## config.mk

```make
export PLATFORM = sky130hd
export DESIGN_NAME = exe_muldiv
export DESIGN_NICKNAME = d
export VERILOG_FILES = /design/src/rtl/exe_muldiv.sv
export SDC_FILE = /design/constraint.sdc
export NUM_CORES = 1
export LEC_CHECK = 0
export BUFFER_PORTS_ARGS = -buffer_cell sky130_fd_sc_hd__buf_2
export CAP_MARGIN = 20
export CORE_MARGIN = 3
export CORE_UTILIZATION = 25
export CTS_CLUSTER_DIAMETER = 150
export CTS_CLUSTER_SIZE = 40
export DETAILED_ROUTE_END_ITERATION = 7
export GPL_TIMING_DRIVEN = 1
export HOLD_SLACK_MARGIN = 0.08
export PLACE_DENSITY = 0.47
export SLEW_MARGIN = 10
export SYNTH_ARGS = -nofsm -noshare
export SYNTH_HDL_FRONTEND = slang
export SYNTH_SLANG_ARGS = --single-unit
```

## constraint.sdc

```tcl
create_clock -name clk -period 4.8 [get_ports clk]
set_input_delay 0.72 -clock clk [delete_from_list [all_inputs] [get_ports clk]]
set_output_delay 0.72 -clock clk [all_outputs]
set_load 0.03 [all_outputs]
```

## src/rtl/exe_muldiv.sv

```systemverilog
// exe_muldiv: iterative radix-2 multiply/divide unit for the EXE stage.
// It takes WIDTH+2 cycles from start to done and writes its result to the HI/LO path.
//   op 00 MULT (signed), 01 MULTU, 10 DIV (signed), 11 DIVU.
// Ports:
//   clk, resetn         clock, asynchronous active-low reset
//   start, op, src1/2   request, operation and operands (sampled only while not busy)
//   cancel              synchronous abort; drops the operation without producing done
//   busy, done          operation in progress / one-cycle result-valid pulse
//   hi, lo              product upper/lower half, or remainder/quotient
//   div_zero            last completed op was a divide with src2 == 0
// Optional build macro MULDIV_EARLY_OUT_EN: a multiply with a zero operand, or a
// divide by zero, skips CALC and completes with done in cycle t+2.
//
// state  | meaning
// S_IDLE | waiting for start
// S_CALC | one shift-add / shift-subtract step per cycle, cnt_q counts down
// S_FIX  | sign correction, result registered into hi/lo
// S_DONE | done pulse; a new start is accepted here
module exe_muldiv #(
   parameter int WIDTH = 32,
   parameter int CNT_W = 6
) (
   input  logic             clk,
   input  logic             resetn,
   input  logic             start,
   input  logic [1:0]       op,
   input  logic [WIDTH-1:0] src1,
   input  logic [WIDTH-1:0] src2,
   input  logic             cancel,
   output logic             busy,
   output logic             done,
   output logic [WIDTH-1:0] hi,
   output logic [WIDTH-1:0] lo,
   output logic             div_zero
);

   typedef enum logic [1:0] {S_IDLE, S_CALC, S_FIX, S_DONE} state_t;

   state_t               state_q, state_d;
   logic [CNT_W-1:0]     cnt_q, cnt_d;
   logic [2*WIDTH-1:0]   acc_q, acc_d;
   logic [WIDTH-1:0]     b_q, b_d;
   logic                 is_div_q, is_div_d;
   logic                 neg_q, neg_d;
   logic                 rem_neg_q, rem_neg_d;
   logic                 dz_q, dz_d;
   logic [WIDTH-1:0]     hi_q, hi_d;
   logic [WIDTH-1:0]     lo_q, lo_d;
   logic                 div_zero_q, div_zero_d;

   logic                 s1_neg, s2_neg, early;
   logic [WIDTH-1:0]     a_mag, b_mag;
   logic [WIDTH:0]       mul_sum, rem_sh, rem_sub;
   logic [WIDTH-1:0]     new_rem;
   logic                 rem_ge;
   logic [2*WIDTH-1:0]   mul_next, div_next, prod;

   always_comb begin
      // operand magnitudes and result signs for the request on the inputs
      s1_neg = ~op[0] & src1[WIDTH-1];
      s2_neg = ~op[0] & src2[WIDTH-1];
      a_mag  = s1_neg ? -src1 : src1;
      b_mag  = s2_neg ? -src2 : src2;
`ifdef MULDIV_EARLY_OUT_EN
      early  = op[1] ? (src2 == '0) : ((src1 == '0) || (src2 == '0));
`else
      early  = 1'b0;
`endif

      // acc = {partial product, remaining multiplier bits}, LSB-first shift-add
      mul_sum  = {1'b0, acc_q[2*WIDTH-1:WIDTH]} + (acc_q[0] ? {1'b0, b_q} : '0);
      mul_next = {mul_sum, acc_q[WIDTH-1:1]};

      // acc = {remainder, dividend bits / quotient bits}, restoring division;
      // rem < b always holds, so rem_sh fits in WIDTH+1 bits
      rem_sh   = {acc_q[2*WIDTH-1:WIDTH], acc_q[WIDTH-1]};
      rem_ge   = rem_sh >= {1'b0, b_q};
      rem_sub  = rem_sh - {1'b0, b_q};
      new_rem  = rem_ge ? rem_sub[WIDTH-1:0] : rem_sh[WIDTH-1:0];
      div_next = {new_rem, acc_q[WIDTH-2:0], rem_ge};

      prod = neg_q ? -acc_q : acc_q;

      state_d    = state_q;
      cnt_d      = cnt_q;
      acc_d      = acc_q;
      b_d        = b_q;
      is_div_d   = is_div_q;
      neg_d      = neg_q;
      rem_neg_d  = rem_neg_q;
      dz_d       = dz_q;
      hi_d       = hi_q;
      lo_d       = lo_q;
      div_zero_d = div_zero_q;

      case (state_q)
         S_IDLE, S_DONE: begin
            state_d = S_IDLE;
            if (start && !cancel) begin
               is_div_d  = op[1];
               neg_d     = s1_neg ^ s2_neg;
               rem_neg_d = s1_neg;
               dz_d      = op[1] && (src2 == '0);
               b_d       = b_mag;
               cnt_d     = CNT_W'(WIDTH - 1);
               if (early) begin
                  // divide by zero leaves the dividend as remainder; multiply by zero is 0
                  acc_d   = op[1] ? {a_mag, {WIDTH{1'b0}}} : '0;
                  state_d = S_FIX;
               end else begin
                  acc_d   = {{WIDTH{1'b0}}, a_mag};
                  state_d = S_CALC;
               end
            end
         end
         S_CALC: begin
            if (cancel) begin
               state_d = S_IDLE;
            end else begin
               acc_d = is_div_q ? div_next : mul_next;
               cnt_d = cnt_q - 1'b1;
               if (cnt_q == '0) state_d = S_FIX;
            end
         end
         S_FIX: begin
            if (cancel) begin
               state_d = S_IDLE;
            end else begin
               state_d = S_DONE;
               if (is_div_q) begin
                  hi_d       = rem_neg_q ? -acc_q[2*WIDTH-1:WIDTH] : acc_q[2*WIDTH-1:WIDTH];
                  lo_d       = dz_q ? {WIDTH{1'b1}}
                                    : (neg_q ? -acc_q[WIDTH-1:0] : acc_q[WIDTH-1:0]);
                  div_zero_d = dz_q;
               end else begin
                  hi_d       = prod[2*WIDTH-1:WIDTH];
                  lo_d       = prod[WIDTH-1:0];
                  div_zero_d = 1'b0;
               end
            end
         end
         default: state_d = S_IDLE;
      endcase
   end

   always_ff @(posedge clk or negedge resetn) begin
      if (!resetn) begin
         state_q    <= S_IDLE;
         cnt_q      <= '0;
         acc_q      <= '0;
         b_q        <= '0;
         is_div_q   <= 1'b0;
         neg_q      <= 1'b0;
         rem_neg_q  <= 1'b0;
         dz_q       <= 1'b0;
         hi_q       <= '0;
         lo_q       <= '0;
         div_zero_q <= 1'b0;
      end else begin
         state_q    <= state_d;
         cnt_q      <= cnt_d;
         acc_q      <= acc_d;
         b_q        <= b_d;
         is_div_q   <= is_div_d;
         neg_q      <= neg_d;
         rem_neg_q  <= rem_neg_d;
         dz_q       <= dz_d;
         hi_q       <= hi_d;
         lo_q       <= lo_d;
         div_zero_q <= div_zero_d;
      end
   end

   assign busy     = (state_q == S_CALC) || (state_q == S_FIX);
   assign done     = (state_q == S_DONE);
   assign hi       = hi_q;
   assign lo       = lo_q;
   assign div_zero = div_zero_q;

endmodule

```

**Word-level counts from Yosys, hierarchy flattened**

Cells that the tools add are included.

- Word-level logic and storage cells: 66
- Output and inout bits: 67
- Bits of input ports: 70
- Register bits: 173

- Bitwise gates (word level): 5
- Add/sub/neg operators: 8
- Equal/unequal tests: 6
- $lt $le $gt $ge: 1
- Multiplexer cells: 23
- Reductions and logical operators: 12

Operators by type and width:

| kind | number |
|---|---|
| 32-bit 2-to-1 mux | 9 |
| 64-bit 2-to-1 mux | 4 |
| 32-bit negation | 4 |
| 64-bit case mux with 2 select lines | 1 |
| 64-bit negation | 1 |
| 32-bit by 32-bit adder with 33-bit output | 1 |
| 33-bit by 32-bit >= comparator with 1-bit output | 1 |
| 32-bit zero test | 1 |
| 32-bit subtractor | 1 |
| 6-bit 2-to-1 mux | 2 |
| 6-bit case mux with 2 select lines | 1 |
| 6-bit zero test | 1 |
| 2-bit 2-to-1 mux | 3 |
| 2-bit case mux with 3 select lines | 1 |
| 6-bit by 1-bit subtractor with 6-bit output, second input constant | 1 |
| 2-bit equality test, second input constant | 2 |
| 2-bit inequality test, second input constant | 2 |
| 2-bit AND reduction | 2 |
| 3-bit inequality test, second input constant | 1 |
| 3-bit AND reduction | 1 |
| 1-bit AND | 2 |
| 2-bit by 1-bit equality test with 1-bit output, second input constant | 1 |
| 1-bit logical AND | 2 |
| 2-bit zero test | 1 |
| 7 further kinds | 9 |

**Logic depth before layout (Yosys ltp)**

- Depth after elaboration: 5
- Mapped depth: 15
- Depth with buffers taken out: 14

**Least setup slack after synthesis**

OpenSTA, ideal clock, no wires.

- Path type: reg2reg
- Start: reg acc_q[0]
- End: reg acc_q[62]
- Path buffers: 1
- Data required time: 4.662 ns
- Setup slack: 1.360 ns
- Library setup time: 0.138 ns
- Data arrival time: 3.302 ns
- Stages on the path, launching flop included: 15
- Clock period less this slack: 3.440 ns
- Cells stage by stage: dfrtp_1 -> inv_1 -> clkbuf_1 -> nor2_1 -> ha_1 -> nand4_1 -> or2_2 -> and4bb_2 -> nor2_1 -> a311o_1 -> o311ai_0 -> nand3_1 -> o21ai_0 -> xnor2_1 -> o221ai_1

- Word-level cells in the longest chain between the ends: 5

RTL lines:

| item | RTL line | source |
|---|---|---|
| from (decl) | 41 | `logic [2*WIDTH-1:0] acc_q, acc_d;` |
| from (signal assigned) | 150 | `acc_q <= '0;` |
| from (signal assigned) | 162 | `acc_q <= acc_d;` |
| 32-bit 2-to-1 mux | 71 | `mul_sum = {1'b0, acc_q[2*WIDTH-1:WIDTH]} + (acc_q[0] ? {1'b0, b_q} : '0);` |
| 32-bit by 32-bit adder with 33-bit output | 71 |  |
| 64-bit 2-to-1 mux | 120 | `acc_d = is_div_q ? div_next : mul_next;` |
| 64-bit 2-to-1 mux | 117 | `if (cancel) begin` |
| 64-bit case mux with 2 select lines | 96 | `case (state_q)` |

No other way between the ends. The select of a mux whose other input is x is not followed.
A chain may end at the register's enable or synchronous reset.

**Final worst setup path**

Same ends and word-level chain as after synthesis.

==> results.cfg <==
[outcome]
status = complete, no violations

[floorplanning]
die_area_um2 = 59330
ios = 137
die_w_um = 243.6
core_area_um2 = 55420
rows = 86
dieHeight_um = 243.6
initial_core_util = 0.2546

[layout]
area_growth_pct = 14.92
drive_gt1_frac = 0.1204
fin_util = 0.2926
layout.nets = 2026

[logic_synthesis]
yosysTopAreaCellShare = 0.3068
synth_area_leaders = dfrtp_1 (31%), o21ai_0 (7.7%), nand2_1 (6.5%), ha_1 (6.5%), xnor2_1 (6.3%)
synthCells = 1801
syn_area_um2 = 14110
ys_types = 72
yosys.area.top_type = dfrtp_1
seq_area_frac_synth = 0.3068
syn_area_per_cell_um2 = 7.834
post-synth-top-count-cell = nand2_1
postSynth.asyncResetShare = 1.000
yosysWarnings = 0
synth-edff-count = 0
syn_nets = 1946
synth_top_flop_cell = dfrtp_1
ys_seq_elements = 173
synth_commonest_cells = nand2_1 (245), o21ai_0 (217), dfrtp_1 (173)

[clock_network]
clock_path_buffers = 2
clk_latency_ns = 0.51
holdBufCountCts = 0
cts.sinks = 173
cts_root_buf = clkbuf_16
cts_resized = 0
cts_tree = yes
h-tree-depth = 4
clk_pin_slew_worst_paths_ns = 0.08
numCtsBuffers = 17
cts_setup_buffers = 0

[sta]
final.period_utilization = 0.7881
slew_viol_final = 0
final-setup-viol-count = 0
period_needed_ns = 3.783
worst_pin_slew_ns = 1.038
skew_ns = 0.02536
rsz0062_at_grt = false
fin_tns_setup_ns = 0
hold_ws_ns = 0.2154
max_slew_margin = 0.3082
hold_viol = 0
max_freq_mhz = 264.3
setup_ws_ns = 1.017

[power]
power_mw = 5.737
ir_drop_uv = 286.6
power.leakage_nw = 7.367
powerDensity_nw_per_um2 = 353.8

[grt]
grt_pass1_wl_um = 76660
first_global_vias = 12790
antenna_found_initial = 9
grt_usage = 0.1649
grt-ovfl-total = 0
grt_max_degree = 104

[worst_setup_path]
crit_top_cell = nor2_1
crit_path_end_kind = flip-flop
crit_chain = inv_1 -> nor2_1 -> ha_1 -> nand4_1 -> or2_2 -> and4bb_2 -> nor2_1 -> a311o_1 -> o311ai_0 -> nand3_1 -> o21ai_0 -> xnor2_1 -> o221ai_1
critPathLaunchType = flip-flop
worstPathMaxFanout = 13
critPathSlowestCell = o311ai_0
cp_data_required_time_ns = 5.15
cp.arrival_ns = 4.13
cp_slowest_stage_delay_ns = 0.61
worstSetupPathType = reg2reg

[min_path]
hold_path.class = in2async

[routing]
dr.pass1.iters = 5
wl_um = 49340
drc = 0
wl_per_cell_um = 18.63
avgViaCountPerCell = 5.005
vias = 13250
drt_iter0_markers = 1152
ant_nets = 0

[placed_design]
dp_hpwl_um = 38070
place_ws_ns = 1.096
gp_congestion = 0.8828
io_buffers = 136

[job]
max_cap_viol_count = 0
metal layers:
layer | vias up | GRT usage | routed length, µm
met1 | 6326 | 0.2347 | 23790
met3 | 43 | 0.03236 | 2425
met4 | 2 | 0.04822 | 930
met5 | - | 0 | 13
li1 | 6566 | - | -
met2 | 317 | 0.2525 | 22170
report_power, final:
group / internal, mW / switching, mW
combinational: 0.903 / 1.45
clock: 0.753 / 0.751
sequential: 1.60 / 0.276
total: 3.26 / 2.48
registers in the layout, indices dropped and copies added, names as in the netlist:
| register | flops |
|---|---|
| acc_q | 64 |
| b_q | 32 |
| hi | 32 |
| lo | 32 |
| cnt_q | 6 |
| state_q | 2 |
| div_zero | 1 |
| dz_q | 1 |
| is_div_q | 1 |
| neg_q | 1 |
| rem_neg_q | 1 |
path summary, 6_finish.rpt:
check                           cells after the start  slack [ns]                     to                 start
worst min register to register                      2        0.48      hi[0]$_DFFE_PN0P_     hi[0]$_DFFE_PN0P_
max in group asynchronous                           2        3.52  acc_q[57]$_DFFE_PN0P_                resetn
min in group clk                                    2        0.48      hi[0]$_DFFE_PN0P_     hi[0]$_DFFE_PN0P_
worst max register to register                     13        1.02  acc_q[62]$_DFFE_PN0P_  acc_q[0]$_DFFE_PN0P_
worst max-delay path                               13        1.02  acc_q[62]$_DFFE_PN0P_  acc_q[0]$_DFFE_PN0P_
worst min-delay path                                1        0.22     lo[17]$_DFFE_PN0P_                resetn
stage by stage:
step	cells	area, µm²
finish	2648	16210
global route	2647	16210
CTS	2642	16200
detailed placement	2610	15570
global placement	2610	15570
floorplan	1801	14110
worst max-delay path, delay by kind of cell, from the launching register on:
family / cells / cell delay, ns
flops: 1 / 0.44
buf+inv: 1 / 0.32
simple gates: 6 / 1.05
xor+xnor: 1 / 0.14
compound gates: 4 / 1.29
fa+ha+maj: 1 / 0.38
final cells by class:
class / instances / area, µm²
repair buffers: 162 / 907.1
well taps: 748 / 935.9
inverters: 73 / 274.0
diodes: 6 / 15.01
fillers: 6017 / 39200
clock inverters: 15 / 198.9
flip-flops and latches: 173 / 4333
multi-input cells: 1454 / 9125
clock buffers: 17 / 425.4
cells by family after synthesis:
family          Yosys count  synth area share
xor+xnor                176            0.1092
flops                   173            0.3068
buf+inv                 174           0.04726
compound gates          558            0.2347
simple gates            583            0.1893
fa+ha+maj                75           0.06757
mux                      62           0.04505
cells in the final DEF, fill, tap and decap left out, types with 24 or more instances in the layout:
cell type,Yosys,layout
nand2_1,245,245
a21oi_1,161,160
nor3_1,33,33
buf_4,1,24
nor2_1,158,158
xor2_1,75,75
ha_1,73,72
xnor2_1,101,101
nand3_1,28,28
o21ai_0,217,217
mux2i_1,50,50
a21o_1,30,30
dfrtp_1,173,172
buf_2,8,135
inv_1,73,73
Note: power is estimated with default switching activity, not from simulation.
